==> src/rtl/player_hit_handler.sv <==
// Player hit handler: detects enemy-missile collisions with the player, requests
// missile removal, tracks lives and sequences ALIVE/EXPLODE/INVULN/GAME_OVER per frame.
module player_hit_handler #(
  parameter int LIVES_INIT     = 3,
  parameter int PLAYER_Y       = 440,
  parameter int PLAYER_W       = 32,
  parameter int PLAYER_H       = 16,
  parameter int MISSILE_W      = 2,
  parameter int MISSILE_H      = 8,
  parameter int EXPLODE_FRAMES = 45,
  parameter int INVULN_FRAMES  = 90,
  parameter int BLINK_SHIFT    = 3
) (
  input  logic       vsync,
  input  logic       reset_n,
  input  logic [3:0] state,
  input  logic       game_start,
  input  logic [9:0] playerX,
  input  logic       missile_exists,
  input  logic [9:0] missileX,
  input  logic [9:0] missileY,
  output logic       missile_clear,
  output logic [1:0] lives,
  output logic       player_visible,
  output logic       player_exploding,
  output logic       game_over
);

  localparam int CNT_MAX = (EXPLODE_FRAMES > INVULN_FRAMES) ? EXPLODE_FRAMES : INVULN_FRAMES;
  localparam int CNT_W   = $clog2(CNT_MAX + 1);

  localparam logic [CNT_W-1:0] EXP_LAST = CNT_W'(EXPLODE_FRAMES - 1);
  localparam logic [CNT_W-1:0] INV_LAST = CNT_W'(INVULN_FRAMES - 1);
  localparam logic [CNT_W-1:0] CNT_ONE  = CNT_W'(1);
  localparam logic [1:0]       LIVES_L  = 2'(LIVES_INIT);
  localparam logic [10:0]      PY       = 11'(PLAYER_Y);
  localparam logic [10:0]      PW       = 11'(PLAYER_W);
  localparam logic [10:0]      PH       = 11'(PLAYER_H);
  localparam logic [10:0]      MW       = 11'(MISSILE_W);
  localparam logic [10:0]      MH       = 11'(MISSILE_H);

  typedef enum logic [1:0] {
    ST_ALIVE     = 2'd0,
    ST_EXPLODE   = 2'd1,
    ST_INVULN    = 2'd2,
    ST_GAME_OVER = 2'd3
  } fsm_t;

  fsm_t             fsm_q, fsm_d;
  logic [CNT_W-1:0] cnt_q, cnt_d;
  logic [1:0]       lives_q, lives_d;
  logic             clear_q, clear_d;
  logic             visible_q, visible_d;
  logic             exploding_q, exploding_d;
  logic             game_over_q, game_over_d;

  logic [10:0] px_e, mx_e, my_e;
  logic        hit_s;
  logic        playing_s;

  assign playing_s = (state == 4'd1);
  assign px_e      = {1'b0, playerX};
  assign mx_e      = {1'b0, missileX};
  assign my_e      = {1'b0, missileY};

  // Strict-overlap test in 11-bit arithmetic so no sum can wrap
  assign hit_s = missile_exists
               && ((mx_e + MW) > px_e) && (mx_e < (px_e + PW))
               && ((my_e + MH) > PY)   && (my_e < (PY + PH));

  // State and output registers
  always_ff @(posedge vsync or negedge reset_n) begin
    if (!reset_n) begin
      fsm_q       <= ST_ALIVE;
      cnt_q       <= '0;
      lives_q     <= LIVES_L;
      clear_q     <= 1'b0;
      visible_q   <= 1'b1;
      exploding_q <= 1'b0;
      game_over_q <= 1'b0;
    end else begin
      fsm_q       <= fsm_d;
      cnt_q       <= cnt_d;
      lives_q     <= lives_d;
      clear_q     <= clear_d;
      visible_q   <= visible_d;
      exploding_q <= exploding_d;
      game_over_q <= game_over_d;
    end
  end

  // Next state, frame counter, lives and clear request
  always_comb begin
    fsm_d   = fsm_q;
    cnt_d   = cnt_q;
    lives_d = lives_q;
    clear_d = 1'b0;
    if (game_start) begin
      fsm_d   = ST_ALIVE;
      cnt_d   = '0;
      lives_d = LIVES_L;
    end else if (playing_s) begin
      case (fsm_q)
        ST_ALIVE: begin
          if (hit_s && (lives_q != 2'd0)) begin
            clear_d = 1'b1;
            lives_d = lives_q - 2'd1;
            cnt_d   = '0;
            if (lives_q == 2'd1) begin
              fsm_d = ST_GAME_OVER;
            end else begin
              fsm_d = ST_EXPLODE;
            end
          end else begin
            fsm_d = ST_ALIVE;
          end
        end
        ST_EXPLODE: begin
          if (cnt_q == EXP_LAST) begin
            fsm_d = ST_INVULN;
            cnt_d = '0;
          end else begin
            cnt_d = cnt_q + CNT_ONE;
          end
        end
        ST_INVULN: begin
          if (cnt_q == INV_LAST) begin
            fsm_d = ST_ALIVE;
            cnt_d = '0;
          end else begin
            cnt_d = cnt_q + CNT_ONE;
          end
        end
        ST_GAME_OVER: fsm_d = ST_GAME_OVER;
        default: begin
          fsm_d = ST_ALIVE;
          cnt_d = '0;
        end
      endcase
    end else begin
      clear_d = 1'b0;
    end
  end

  // Sprite flags derive from the upcoming state so they register alongside it
  always_comb begin
    visible_d   = 1'b0;
    exploding_d = 1'b0;
    game_over_d = 1'b0;
    case (fsm_d)
      ST_ALIVE:     visible_d = 1'b1;
      ST_EXPLODE:   exploding_d = 1'b1;
      ST_INVULN:    visible_d = ~cnt_d[BLINK_SHIFT];
      ST_GAME_OVER: begin
        exploding_d = 1'b1;
        game_over_d = 1'b1;
      end
      default:      visible_d = 1'b1;
    endcase
  end

  assign missile_clear    = clear_q;
  assign lives            = lives_q;
  assign player_visible   = visible_q;
  assign player_exploding = exploding_q;
  assign game_over        = game_over_q;

endmodule

==> config.mk <==
export PLATFORM = sky130hd
export DESIGN_NAME = player_hit_handler
export DESIGN_NICKNAME = d
export VERILOG_FILES = /design/src/rtl/player_hit_handler.sv
export SDC_FILE = /design/constraint.sdc
export NUM_CORES = 1
export LEC_CHECK = 0
export BUFFER_PORTS_ARGS = -buffer_cell sky130_fd_sc_hd__buf_4
export CAP_MARGIN = 30
export CELL_PAD_IN_SITES_DETAIL_PLACEMENT = 2
export CELL_PAD_IN_SITES_GLOBAL_PLACEMENT = 2
export CORE_ASPECT_RATIO = 1.2
export CORE_MARGIN = 2
export CORE_UTILIZATION = 33
export DETAILED_ROUTE_END_ITERATION = 10
export GPL_TIMING_DRIVEN = 0
export PLACE_DENSITY = 0.89
export SYNTH_ARGS = -nofsm -noshare
export SYNTH_HDL_FRONTEND = slang
export SYNTH_SLANG_ARGS = --single-unit
==> constraint.sdc <==
create_clock -name vsync -period 3.2 [get_ports vsync]
set_input_delay 0.64 -clock vsync [delete_from_list [all_inputs] [get_ports vsync]]
set_output_delay 0.64 -clock vsync [all_outputs]
set_load 0.01 [all_outputs]
==> flow_metrics.env <==
export IMPL_outcome="finished, final reports clean"
export IMPL_drt_iter0_drc=51
export IMPL_finalPower_mw=0.515
export IMPL_ir_drop_mv=0.144
export IMPL_num_rows=28
export IMPL_wl_um=4940
export IMPL_overflow=0
export IMPL_max_cap_violations=0
export IMPL_cpLargestDelayFamily="compound AO/OA/AOI/OAI gates"
export IMPL_final_nets=318
export IMPL_period_share_pct=94.1
export IMPL_dr_total_vias=1707
export IMPL_netlist_area_um2=1690
export IMPL_coreArea_um2=4940
export IMPL_drc=0
export IMPL_clock_sinks=14
export IMPL_dr_pass1_iters=4
export IMPL_slowest_stage="a2111oi_0"
export IMPL_place_area_um2=2080
export IMPL_ctsHoldBuffers=0
export IMPL_cp_arrival_ns=3.15
export IMPL_ios=44
export IMPL_setup_ws_ns=0.188
export IMPL_yosysUniqueCellTypes=54
export IMPL_mostFrequentLayoutCells="buf_4, ha_1, inv_1"
export IMPL_syn2layout_area_growth_pct=26.8
export IMPL_layout_drive_gt1_share_pct=24.3
export IMPL_post_cts_buffers=0
export IMPL_final_util_pct=43.4
export IMPL_final_cell_count_no_fill=311
export IMPL_dieHeight_um=82.4
export IMPL_async_reset_ff_share_pct=100
export IMPL_final_area_um2=2140
export IMPL_critPathRequiredTime_ns=3.33
export IMPL_cts_root_buf="clkbuf_8"
export IMPL_cts_buffers=3
export IMPL_synth_avg_cell_area_um2=8.25
export IMPL_yosys_warnings=0
export IMPL_grt_max_degree=15
export IMPL_r2r_cells=9
export IMPL_critPathKind="input pin to register"
export IMPL_htree_levels=1
export IMPL_dp_cells=307
export IMPL_synth_fp_nets=271
export IMPL_start_util_pct=34.2
export IMPL_p_per_area_nw_per_um2=240
export IMPL_end_kind="register"
export IMPL_slew_headroom_pct=44.9
export IMPL_critical_path_max_fanout=5
export IMPL_clock_skew_ns=0.00204
export IMPL_finalHoldViolations=0
export IMPL_grt_use_total_pct=17.8
export IMPL_start_kind="input pin"
export IMPL_drv_slew=0
export IMPL_antenna_cells=0
export IMPL_die_w_um=69.3
export IMPL_die_area_um2=5710
export IMPL_cp_cell_sequence="buf_4, nand3_2, nor2_1, nand3_1, xnor2_1, ha_1, a21o_1, a211o_1, a2111oi_0, or4_4, o21ai_1, and3b_1"
export IMPL_synth_seq_area_share_pct=20.9
export IMPL_antenna_found_initial=0
export IMPL_hpwl_um=4260
export IMPL_vias_per_cell=5.49
export IMPL_fin_crit_ns=3.01
export IMPL_path_depth=12
export IMPL_grt_pass1_vias=1875
export IMPL_synth_edf_count=0
export IMPL_ctsLongestPathBuffers=2
export IMPL_grt_pass1_wl_um=8430
export IMPL_worst_pin_slew_ns=0.816
export IMPL_cts_tree="built"
export IMPL_setup_viol=0
export IMPL_place_congestion=0.757
export IMPL_synthCells=205
export IMPL_insertion_delay_ns=0.25
export IMPL_yosys_register_bits=14
export IMPL_port_buffers=42
export IMPL_max_stage_delay_ns=0.47
export IMPL_layout_cells_most_common="buf_4"
export IMPL_ant_nets=0
export IMPL_post_drt_wl_per_cell_um=15.9
export IMPL_r2r_setup_slack_ns=0.95
export IMPL_dp_slack_ns=-0.112
export IMPL_crit_buf_inv=1
export IMPL_hp_class="input pin to asynchronous set/reset pin"
export IMPL_clock_fmax_ghz=0.332
export IMPL_clk_pin_slew_ns=0.06
export IMPL_synth_top_flop_cell="dfrtp_1"
export IMPL_rsz0062_at_grt="no"
export IMPL_p_leak_nw=1.02
-- sequential cells by signal, indices dropped and copies added, names as in the netlist --
signal,cells
cnt_q,7
fsm_q,2
game_over,1
lives,2
missile_clear,1
player_visible,1
-- cell type report --
type,instances,area [um2]
repair buffers,42,315
multi-input cells,166,1250
well taps,60,75.1
fillers,606,2800
flip-flops and latches,14,354
inverters,21,78.8
plain buffers,4,16.3
clock buffers,4,55.1
-- where the power goes --
group,total [mW],internal (mW),leakage [nW],switching (mW)
Clock,0.175,0.109,0.0288,0.0662
Sequential,0.177,0.177,0.185,0.0000626
Combinational,0.163,0.0792,0.803,0.0835
Total,0.515,0.366,1.02,0.150
-- timing repair --
item | 4_1_cts | 5_1_grt
hold endpoints to repair | 0 | 0
resized for setup | 0 | 1
endpoints found under the setup margin | 0 | 6
-- Yosys cell counts (2+ instances only) --
cell      instances  area [um2]
ha_1             28         350
inv_1            20        75.1
nand2_1          13        48.8
nand3_1          13        65.1
a21oi_1          12        60.1
nor2_1           12        45.0
dfrtp_1          11         275
xnor2_1           9        78.8
o21ai_0           8        40.0
a31oi_1           5        31.3
and3_1            5        31.3
a21o_1            4        30.0
a211o_1           3        26.3
a41oi_1           3        26.3
dfstp_2           3        78.8
nand4_1           3        18.8
nor2b_1           3        18.8
nor3_1            3        15.0
xor2_1            3        26.3
a211oi_1          2        15.0
clkbuf_1          2        7.51
mux2i_1           2        20.0
nand2b_1          2        12.5
nand3b_1          2        15.0
o211ai_1          2        15.0
o21ai_1           2        10.0
o21ai_2           2        17.5
o31ai_1           2        15.0
-- through the flow --
stage                     hold slack, ns  TNS (ns)
after detailed placement           0.500    -0.949
after global routing               0.235         0
after CTS                          0.230         0
after floorplan                    0.344         0
after global placement             0.499    -0.445
final                              0.234         0
-- kinds of logic (layout without fill, tap and decap cells) --
family	after synthesis	in the layout	synth area share [%]
XOR/XNOR	12	12	6.22
AND/OR/NAND/NOR	71	71	24.3
multiplexers	3	3	1.85
adder cells (fa/ha/maj)	28	28	20.7
flip-flops	14	14	20.9
buffers and inverters	25	71	5.62
AO/OA/AOI/OAI	52	52	20.4
-- path summary, 6_finish.rpt --
| kind | from | end |
|---|---|---|
| hold reg to reg | cnt_q[6]$_DFFE_PN0P_ | cnt_q[6]$_DFFE_PN0P_ |
| max in group asynchronous | reset_n | lives[1]$_DFFE_PN1P_ |
| setup / recovery | missileX[3] | fsm_q[1]$_DFF_PN0_ |
| setup reg to reg | cnt_q[1]$_DFFE_PN0P_ | cnt_q[2]$_DFFE_PN0P_ |
| min in group vsync | cnt_q[6]$_DFFE_PN0P_ | cnt_q[6]$_DFFE_PN0P_ |
| hold / removal | reset_n | game_over$_DFF_PN0_ |
-- metal layers --
| metal | global-route usage [%] | wire [um] | up-vias |
|---|---|---|---|
| met1 | 18.8 | 1990 | 832 |
| met5 | 0 | 0 | - |
| met4 | 2.75 | 9 | 0 |
| met3 | 1.21 | 92 | 2 |
| met2 | 38.8 | 2850 | 28 |
| li1 | - | - | 845 |
(Power assumes the default switching activity.)
